**src/rtl/cpu_pkg.sv**
```systemverilog
// Shared CPU definitions: fetch commands, opcodes, ALU op codes, decoder
// state encoding and the decoded execute-field bundle.
package cpu_pkg;

    typedef enum logic [2:0] {
        FETCH_NONE     = 3'd0,
        FETCH_INC      = 3'd1,
        FETCH_RESTART  = 3'd2,
        FETCH_JUMP_R01 = 3'd3,
        FETCH_JUMP_R67 = 3'd4,
        FETCH_RET      = 3'd5
    } fetch_operation_t;

    localparam logic [3:0] OP_NOP   = 4'h0;
    localparam logic [3:0] OP_ALU   = 4'h1;
    localparam logic [3:0] OP_LDI   = 4'h2;
    localparam logic [3:0] OP_ADDI  = 4'h3;
    localparam logic [3:0] OP_LOAD  = 4'h4;
    localparam logic [3:0] OP_STORE = 4'h5;
    localparam logic [3:0] OP_JMP   = 4'h6;
    localparam logic [3:0] OP_JCC   = 4'h7;
    localparam logic [3:0] OP_RET   = 4'h8;

    localparam logic [11:0] HALT_PATTERN = 12'hFFF;

    localparam logic [3:0] ALU_ADD    = 4'h0;
    localparam logic [3:0] ALU_PASS_B = 4'hF;

    typedef enum logic [2:0] {
        ST_BOOT   = 3'd0,
        ST_WAIT   = 3'd1,
        ST_DECODE = 3'd2,
        ST_ISSUE  = 3'd3,
        ST_HALT   = 3'd4
    } decode_state_t;

    typedef struct packed {
        logic [3:0] alu_op;
        logic [2:0] rd;
        logic [2:0] rs;
        logic [7:0] imm;
        logic       use_imm;
        logic       reg_we;
        logic       mem_read;
        logic       mem_write;
    } exec_fields_t;

    // Condition code in inst[1:0]: 00=Z, 01=NZ, 10=C, 11=NC.
    function automatic logic jcc_taken(input logic [1:0] cond,
                                       input logic flag_z,
                                       input logic flag_c);
        logic taken;
        case (cond)
            2'b00:   taken = flag_z;
            2'b01:   taken = ~flag_z;
            2'b10:   taken = flag_c;
            default: taken = ~flag_c;
        endcase
        return taken;
    endfunction

endpackage

```
**src/rtl/inst_field_decode.sv**
```systemverilog
// Combinational map from the instruction register and execute flags to
// execute fields, instruction class and the fetch command.
module inst_field_decode
    import cpu_pkg::*;
(
    input  logic [15:0]      ir_i,
    input  logic             flag_z_i,
    input  logic             flag_c_i,
    output exec_fields_t     fields_o,
    output logic             is_exec_o,
    output logic             is_halt_o,
    output logic             is_illegal_o,
    output fetch_operation_t fetch_op_o
);

    logic [3:0] opcode;

    assign opcode = ir_i[15:12];

    always_comb begin
        fields_o     = '0;
        is_exec_o    = 1'b0;
        is_halt_o    = 1'b0;
        is_illegal_o = 1'b0;
        fetch_op_o   = FETCH_INC;

        case (opcode)
            OP_NOP: begin
                is_halt_o = (ir_i[11:0] == HALT_PATTERN);
            end
            OP_ALU: begin
                is_exec_o       = 1'b1;
                fields_o.rd     = ir_i[11:9];
                fields_o.rs     = ir_i[8:6];
                fields_o.alu_op = ir_i[3:0];
                fields_o.reg_we = 1'b1;
            end
            OP_LDI, OP_ADDI: begin
                is_exec_o        = 1'b1;
                fields_o.rd      = ir_i[11:9];
                fields_o.imm     = ir_i[7:0];
                fields_o.alu_op  = (opcode == OP_LDI) ? ALU_PASS_B : ALU_ADD;
                fields_o.use_imm = 1'b1;
                fields_o.reg_we  = 1'b1;
            end
            OP_LOAD: begin
                is_exec_o         = 1'b1;
                fields_o.rd       = ir_i[11:9];
                fields_o.mem_read = 1'b1;
                fields_o.reg_we   = 1'b1;
            end
            OP_STORE: begin
                is_exec_o          = 1'b1;
                fields_o.rs        = ir_i[8:6];
                fields_o.mem_write = 1'b1;
            end
            OP_JMP: begin
                fetch_op_o = FETCH_JUMP_R01;
            end
            OP_JCC: begin
                fetch_op_o = jcc_taken(ir_i[1:0], flag_z_i, flag_c_i)
                             ? FETCH_JUMP_R67 : FETCH_INC;
            end
            OP_RET: begin
                fetch_op_o = FETCH_RET;
            end
            default: begin
                is_illegal_o = 1'b1;
            end
        endcase
    end

endmodule

```
**src/rtl/decode.sv**
```systemverilog
// Instruction decode/sequencing stage: latches instructions from fetch, hands
// exec-class fields to execute over valid/ready and steers the fetch PC.
module decode
    import cpu_pkg::*;
(
    input  logic             clk,
    input  logic             rst_async,
    input  logic             fetch_complete,
    input  logic [15:0]      inst,
    output fetch_operation_t fetch_operation,
    input  logic             flag_z,
    input  logic             flag_c,
    output logic             exec_valid,
    input  logic             exec_ready,
    output logic [3:0]       alu_op,
    output logic [2:0]       rd,
    output logic [2:0]       rs,
    output logic [7:0]       imm,
    output logic             use_imm,
    output logic             reg_we,
    output logic             mem_read,
    output logic             mem_write,
    output logic             illegal_inst,
    output logic             halted
);

    decode_state_t    state_q, state_d;
    logic [15:0]      ir_q, ir_d;
    fetch_operation_t fetch_op_q, fetch_op_d;
    logic             exec_valid_q, exec_valid_d;
    exec_fields_t     fields_q, fields_d;
    logic             illegal_q, illegal_d;
    logic             halted_q, halted_d;

    exec_fields_t     dec_fields;
    logic             dec_is_exec;
    logic             dec_is_halt;
    logic             dec_is_illegal;
    fetch_operation_t dec_fetch_op;

    inst_field_decode u_field_decode (
        .ir_i         (ir_q),
        .flag_z_i     (flag_z),
        .flag_c_i     (flag_c),
        .fields_o     (dec_fields),
        .is_exec_o    (dec_is_exec),
        .is_halt_o    (dec_is_halt),
        .is_illegal_o (dec_is_illegal),
        .fetch_op_o   (dec_fetch_op)
    );

    // fetch_op_q is non-NONE only in the first WAIT cycle, which is also the
    // cycle in which fetch_complete must be ignored.
    always_comb begin
        state_d      = state_q;
        ir_d         = ir_q;
        fetch_op_d   = FETCH_NONE;
        exec_valid_d = exec_valid_q;
        fields_d     = fields_q;
        illegal_d    = 1'b0;
        halted_d     = halted_q;

        case (state_q)
            ST_BOOT: begin
                fetch_op_d = FETCH_RESTART;
                state_d    = ST_WAIT;
            end
            ST_WAIT: begin
                if (fetch_complete && (fetch_op_q == FETCH_NONE)) begin
                    ir_d    = inst;
                    state_d = ST_DECODE;
                end
            end
            ST_DECODE: begin
                if (dec_is_halt) begin
                    halted_d = 1'b1;
                    state_d  = ST_HALT;
                end else if (dec_is_exec) begin
                    exec_valid_d = 1'b1;
                    fields_d     = dec_fields;
                    state_d      = ST_ISSUE;
                end else begin
                    fetch_op_d = dec_fetch_op;
                    illegal_d  = dec_is_illegal;
                    state_d    = ST_WAIT;
                end
            end
            ST_ISSUE: begin
                if (exec_valid_q && exec_ready) begin
                    exec_valid_d = 1'b0;
                    fields_d     = '0;
                    fetch_op_d   = FETCH_INC;
                    state_d      = ST_WAIT;
                end
            end
            ST_HALT: begin
                state_d = ST_HALT;
            end
            default: begin
                state_d = ST_BOOT;
            end
        endcase
    end

    always_ff @(posedge clk or posedge rst_async) begin
        if (rst_async) begin
            state_q      <= ST_BOOT;
            ir_q         <= '0;
            fetch_op_q   <= FETCH_NONE;
            exec_valid_q <= 1'b0;
            fields_q     <= '0;
            illegal_q    <= 1'b0;
            halted_q     <= 1'b0;
        end else begin
            state_q      <= state_d;
            ir_q         <= ir_d;
            fetch_op_q   <= fetch_op_d;
            exec_valid_q <= exec_valid_d;
            fields_q     <= fields_d;
            illegal_q    <= illegal_d;
            halted_q     <= halted_d;
        end
    end

    assign fetch_operation = fetch_op_q;
    assign exec_valid      = exec_valid_q;
    assign alu_op          = fields_q.alu_op;
    assign rd              = fields_q.rd;
    assign rs              = fields_q.rs;
    assign imm             = fields_q.imm;
    assign use_imm         = fields_q.use_imm;
    assign reg_we          = fields_q.reg_we;
    assign mem_read        = fields_q.mem_read;
    assign mem_write       = fields_q.mem_write;
    assign illegal_inst    = illegal_q;
    assign halted          = halted_q;

endmodule

```
**config.mk**
```make
export PLATFORM = sky130hd
export DESIGN_NAME = decode
export DESIGN_NICKNAME = d
export VERILOG_FILES = /design/src/rtl/cpu_pkg.sv /design/src/rtl/inst_field_decode.sv /design/src/rtl/decode.sv
export SDC_FILE = /design/constraint.sdc
export NUM_CORES = 1
export LEC_CHECK = 0
export BUFFER_PORTS_ARGS = -buffer_cell sky130_fd_sc_hd__buf_2
export CORE_ASPECT_RATIO = 1.75
export CORE_MARGIN = 1.5
export CORE_UTILIZATION = 54
export CTS_CLUSTER_SIZE = 20
export DETAILED_ROUTE_END_ITERATION = 6
export PLACE_DENSITY = 0.77
export SETUP_SLACK_MARGIN = 0.02
export SLEW_MARGIN = 20
export SYNTH_ARGS = -nofsm -noshare
export SYNTH_HDL_FRONTEND = slang
export SYNTH_SLANG_ARGS = --single-unit
export TNS_END_PERCENT = 20
```
**constraint.sdc**
```tcl
create_clock -name clk -period 1.97 [get_ports clk]
set_input_delay 0.197 -clock clk [delete_from_list [all_inputs] [get_ports clk]]
set_output_delay 0.197 -clock clk [all_outputs]
set_load 0.03 [all_outputs]
```
# Word-level counts from Yosys, hierarchy flattened
# Cells that the tools add are included.
[op_classes]
add_sub_neg = 0
multipliers = 0
div = 0
n_lt_le_gt_ge = 0
eq_ne = 19
shift = 0
mux = 35
bitwise = 2
n_reduce_logical = 16
[ops]
columns = ["cell", "n"]
rows = [
  ["$mux W22", 3],
  ["$pmux W22 S2", 1],
  ["$mux W3", 8],
  ["$pmux W3 S3", 2],
  ["$eq A4 B3 Y1 const B", 4],
  ["$pmux W3 S5", 1],
  ["$mux W1", 14],
  ["$eq A12 B12 Y1 const B", 1],
  ["$mux W9", 1],
  ["$reduce_or A9 Y1", 1],
  ["$eq A4 B2 Y1 const B", 2],
  ["$ne A2 B2 Y1 const B", 4],
  ["$pmux W4 S2", 1],
  ["$eq A3 B2 Y1 const B", 2],
  ["$logic_not A3 Y1", 2],
  ["$reduce_and A2 Y1", 3],
  ["$reduce_or A5 Y1", 1],
  ["$eq A4 B1 Y1 const B", 1],
  ["$eq A4 B4 Y1 const B", 1],
  ["$logic_not A4 Y1", 1],
  ["$mux W4", 1],
  ["$reduce_and A4 Y1", 1],
  ["$reduce_or A2 Y1", 2],
  ["$reduce_or A4 Y1", 1],
  ["other kinds (11)", 13],
]
[word_totals]
register_bits = 47
latch_bits = 0
mem_bits_rw = 0
mem_bits_ro = 0
input_bits = 22
out_inout_bits = 28
word_cells = 86
mem_count = 0

# Logic depth before layout (Yosys ltp)
[depth]
word_depth = 8
depth_mapped = 6
depth_no_buf = 4

# Modules after synthesis
# From an unflattened synthesis, not the netlist that was laid out.
[unflattened]
hier_cells = 174
hier_area_um2 = 2122.0
[by_module_without_submodules]
columns = ["mod", "instances", "cells_each", "area_each_um2", "seq_area_each_um2"]
rows = [
  ["decode", 1, 124, 1828.0, 1176.1],
  ["inst_field_decode", 1, 50, 294.0, 0.0],
]

# Least setup slack after synthesis
# OpenSTA, ideal clock, no wires.
[synth_timing]
path_kind = "reg-to-reg"
start = "register fetch_op_q[1] (netlist: fetch_operation[1])"
end = "register ir_q[10]"
setup_ns = 0.125
arrival_time_ns = 1.615
t_required_ns = 1.845
slack_ns = 0.230
path_stages_with_launch = 7
path_buffers = 2
period_less_slack_ns = 1.740
cell_sequence = "dfrtp_1 nor4_1 and2_1 and3b_1 buf_6 buf_12 mux2_4"
[synth_between]
elab_chain_len = 3
[synth_lines]
columns = ["element", "line", "text"]
rows = [
  ["start: declaration", "decode.sv:29", "fetch_operation_t fetch_op_q, fetch_op_d;"],
  ["start signal: assignment", "decode.sv:117", "fetch_op_q <= fetch_op_d;"],
  ["$logic_not A3 Y1", "decode.sv:69", "if (fetch_complete && (fetch_op_q == FETCH_NONE)) begin"],
  ["$logic_and A1 B1 Y1", "decode.sv:69", ""],
  ["$reduce_and A2 Y1 (no source line)", "--", ""],
  ["end signal: assignment", "decode.sv:116", "ir_q <= ir_d;"],
  ["end: declaration", "decode.sv:28", "logic [15:0] ir_q, ir_d;"],
]
# Every way passes these cells.
# A chain may end at the register's enable or synchronous reset.

# Final worst setup path
[layout_timing]
start = "register ir_q[13]"
end = "register fetch_op_q[0] (netlist: fetch_operation[0])"
[layout_between]
elab_chain_len = 6
word_cells_on_any_way = 16
classes_between = "eq/ne (8); mux (6); reduce/logical (2)"
[layout_lines]
columns = ["element", "line", "text"]
rows = [
  ["$eq A4 B3 Y1, or another cell as far along", "inst_field_decode.sv:27", "case (opcode)"],
  ["$reduce_or A5 Y1 (no source line)", "--", ""],
  ["$mux W1", "inst_field_decode.sv:27", ""],
  ["$mux W3", "decode.sv:78", "end else if (dec_is_exec) begin"],
  ["$mux W3 (*)", "decode.sv:75", "if (dec_is_halt) begin"],
  ["$pmux W3 S3 (*)", "decode.sv:63", "case (state_q)"],
  ["net fetch_op_d[0]", "decode.sv:29", ""],
]
# The timed path passes the listed nets; every way through them passes the cells marked *.

==> metrics.md <==
| Metric | Value |
|---|---|
| Outcome | finished, final reports clean |
| Post-Synthesis Cells | 187 |
| CP Class | register to register |
| Row count | 31 |
| Top cells by area, synth | dfrtp_1 51%, mux2_4 9.8%, mux2i_1 6.5% |
| Drt pass-1 iters | 4 |
| Relative slew margins | 64.8% |
| Hold WS | 0.127 ns |
| Hold Violations, Final | 0 |
| Syn Nets | 209 |
| Worst reg2reg endpoint | fetch_operation[0] |
| Die Width | 52.4 µm |
| Achievable Freq | 538 MHz |
| Max Slew Vio Count | 0 |
| Drt wl/cell | 15.4 µm |
| Reg-to-reg setup timing slack | 0.11 ns |
| Top post-synthesis cells by count | 47 x dfrtp_1, 21 x nand2_1, 15 x inv_1, 15 x mux2_4, 15 x mux2i_1 |
| Setup TNS | 0 ns |
| FF/Latch Area | 0.00118 mm² |
| Ys Warns | 0 |
| First-pass GRT wire length | 7130 µm |
| FF+latch count, synth | 47 |
| Mapped Avg Cell Area | 12.3 µm² |
| Setup ws final | 0.110 ns |
| Critical path data arrival time | 2.02 ns |
| Post-synth top flop | dfrtp_1 |
| WP data required | 2.13 ns |
| Min Tclk post-route | 1.86 ns |
| Crit-path max FO | 11 |
| Slew @ Worst Pin | 0.526 ns |
| Cell area after synthesis | 0.00230 mm² |
| Clock latency on the worst-skew pair | 0.30 ns |
| Unrepaired setup endpoints after global routing | false |
| Gr ovfl total | 0 |
| Dpl cells | 284 |
| Initial antenna violation count | 0 |
| CTS clk-pin slew, worst paths | 0.08 ns |
| Num CTS Buffers | 5 |
| Post-route cell area | 0.00272 mm² |
| Depth of the most critical reg-to-reg path | 4 |
| Core box area | 0.00411 mm² |
| Vias | 1566 |
| Routability Congestion | 0.866 |
| Sequential element share of the synthesized area | 51.1% |
| Most common cell in the netlist | dfrtp_1 |
| Post-Route WL | 4500 µm |
| Vias in the first global route | 1545 |
| Max_cap viols | 0 |
| Full die area | 0.00468 mm² |
| TritonCTS clock tree | done |
| H-tree depth | 2 |
| Final Util | 66.0% |
| FFs w/ async S/R, synth | 100% |
| Clock Path Buffers | 2 |
| Root buffer cell | clkbuf_8 |
| Fillers | 340 |
| Layout cell share with drive strength beyond 1 | 38.7% |
| HP Class | input pin to register |
| Final Setup Violations | 0 |
| Placed cell area | 0.00260 mm² |
| I/O Pins | 50 |
| Largest net degree at the start of global routing | 25 |
| Yosys top cell area share | 51.1% |
| Non-Filler Instances | 292 |
| Crit. End Element | register |
| Vias per inst | 5.36 |
| Critical Path Start Type | register |
| Power Density | 620 mW/mm² |
| GRT Util Overall | 21.1% |
| Resize count post-CTS | 0 |
| Area taken by multi-input logic gates | 991 µm² |
| DRC viols | 0 |
| CTS hold repair buffers | 1 |
| Reg-to-reg startpoint | ir_q[13] |
| Worst Setup EP | fetch_operation[0] |
| Tcrit/Tclk final | 94.4% |
| Final net count | 265 |
| Diodes inserted | 0 |
| Area Overhead vs Synth | 17.9% |
| Initial Util | 56.0% |
| Post-DP HPWL | 3340 µm |
| Crit. Startpoint | ir_q[13] |
| Final ANT Viol Nets | 0 |
| Place WS | 0.123 ns |
| Pleak | 1.44 nW |
| Initial DRC Count | 24 |
| Port Buffers | 49 |
| Worst Clk Skew | 0.00909 ns |
| Total power | 1.68 mW |
| Die height | 89.4 µm |
| Synth unique cells | 41 |
| Post-CTS setup buffer count | 0 |
| Post-synth EDFFs | 0 |
| Clk sinks | 47 |
| Max IR drop VDD | 569 µV |
| Yosys top cell by area | dfrtp_1 |
cells in the final DEF (no fill, tap or decap), types with 2 or more instances in the layout:
| cell type | instances |
|---|---|
| a211oi_1 | 2 |
| a21oi_1 | 6 |
| and2_1 | 2 |
| and3_1 | 2 |
| and3b_1 | 2 |
| buf_2 | 49 |
| buf_4 | 7 |
| clkbuf_8 | 5 |
| dfrtp_1 | 47 |
| inv_1 | 14 |
| mux2_2 | 9 |
| mux2_4 | 15 |
| mux2i_1 | 15 |
| nand2_1 | 21 |
| nand2b_1 | 6 |
| nand3_1 | 3 |
| nor2_1 | 2 |
| nor2b_1 | 4 |
| nor3_1 | 3 |
| o21ai_0 | 3 |
| or3_1 | 2 |
| xor2_1 | 2 |
report_power, final:
part           leakage [nW]  total [mW]  internal [mW]  switching [mW]
logic                 0.817      0.0475         0.0198          0.0277
clock network        0.0513       0.673          0.372           0.301
registers             0.573       0.964          0.964               0
sequential cells by signal, summed over array words and instances (netlist names):
register / flops
state_q: 3
imm: 8
mem_write: 1
alu_op: 4
illegal_inst: 1
fetch_operation: 3
use_imm: 1
mem_read: 1
rs: 3
ir_q: 16
exec_valid: 1
rd: 3
halted: 1
reg_we: 1
per-layer routing:
layer / global-route usage, % / share of wire [%] / routed length, µm / vias up
met5: 0 / 0 / 0 / -
met4: 9.79 / 2.4 / 109 / 0
met3: 3.85 / 3.8 / 172 / 10
met2: 37.5 / 54 / 2440 / 40
met1: 23.8 / 40 / 1780 / 767
li1: - / - / - / 749
cell type report:
class                      instances  share of cell area (%)
sequential                        47                    43.3
multi-input combinational        116                    36.5
timing repair buffer              58                    12.1
clock buffer                       6                    2.67
tap                               49                    2.26
inverter                          15                    2.07
clock inverter                     1                    1.11
how the worst min path moves through the flow:
| stage | from | endpoint | slack (ns) | cells past startpoint |
|---|---|---|---|---|
| floorplan | inst[10] | ir_q[10] | 0.35 | 1 |
| global placement | rst_async | use_imm | 0.26 | 2 |
| detailed placement | rst_async | use_imm | 0.27 | 2 |
| CTS | inst[10] | ir_q[10] | 0.12 | 2 |
| global route | inst[1] | ir_q[1] | 0.13 | 2 |
| finish | inst[10] | ir_q[10] | 0.13 | 2 |
cells by family after synthesis:
logic type	after synthesis	share of synthesized area, %
and+or+nand+nor	56	14.9
xor gates and xnor gates	2	0.761
muxes	39	20.7
buffers and inverters	24	5.92
DFF	47	51.1
AOI/OAI and AO/OA	19	6.63
worst max-delay path, cell delays in order, from the launching register on:
cell	delay, ns
dfrtp_1	0.47
buf_4	0.21
or3_1	0.42
nor4_2	0.47
o31ai_1	0.15
Power figures use the tool's default switching activity.
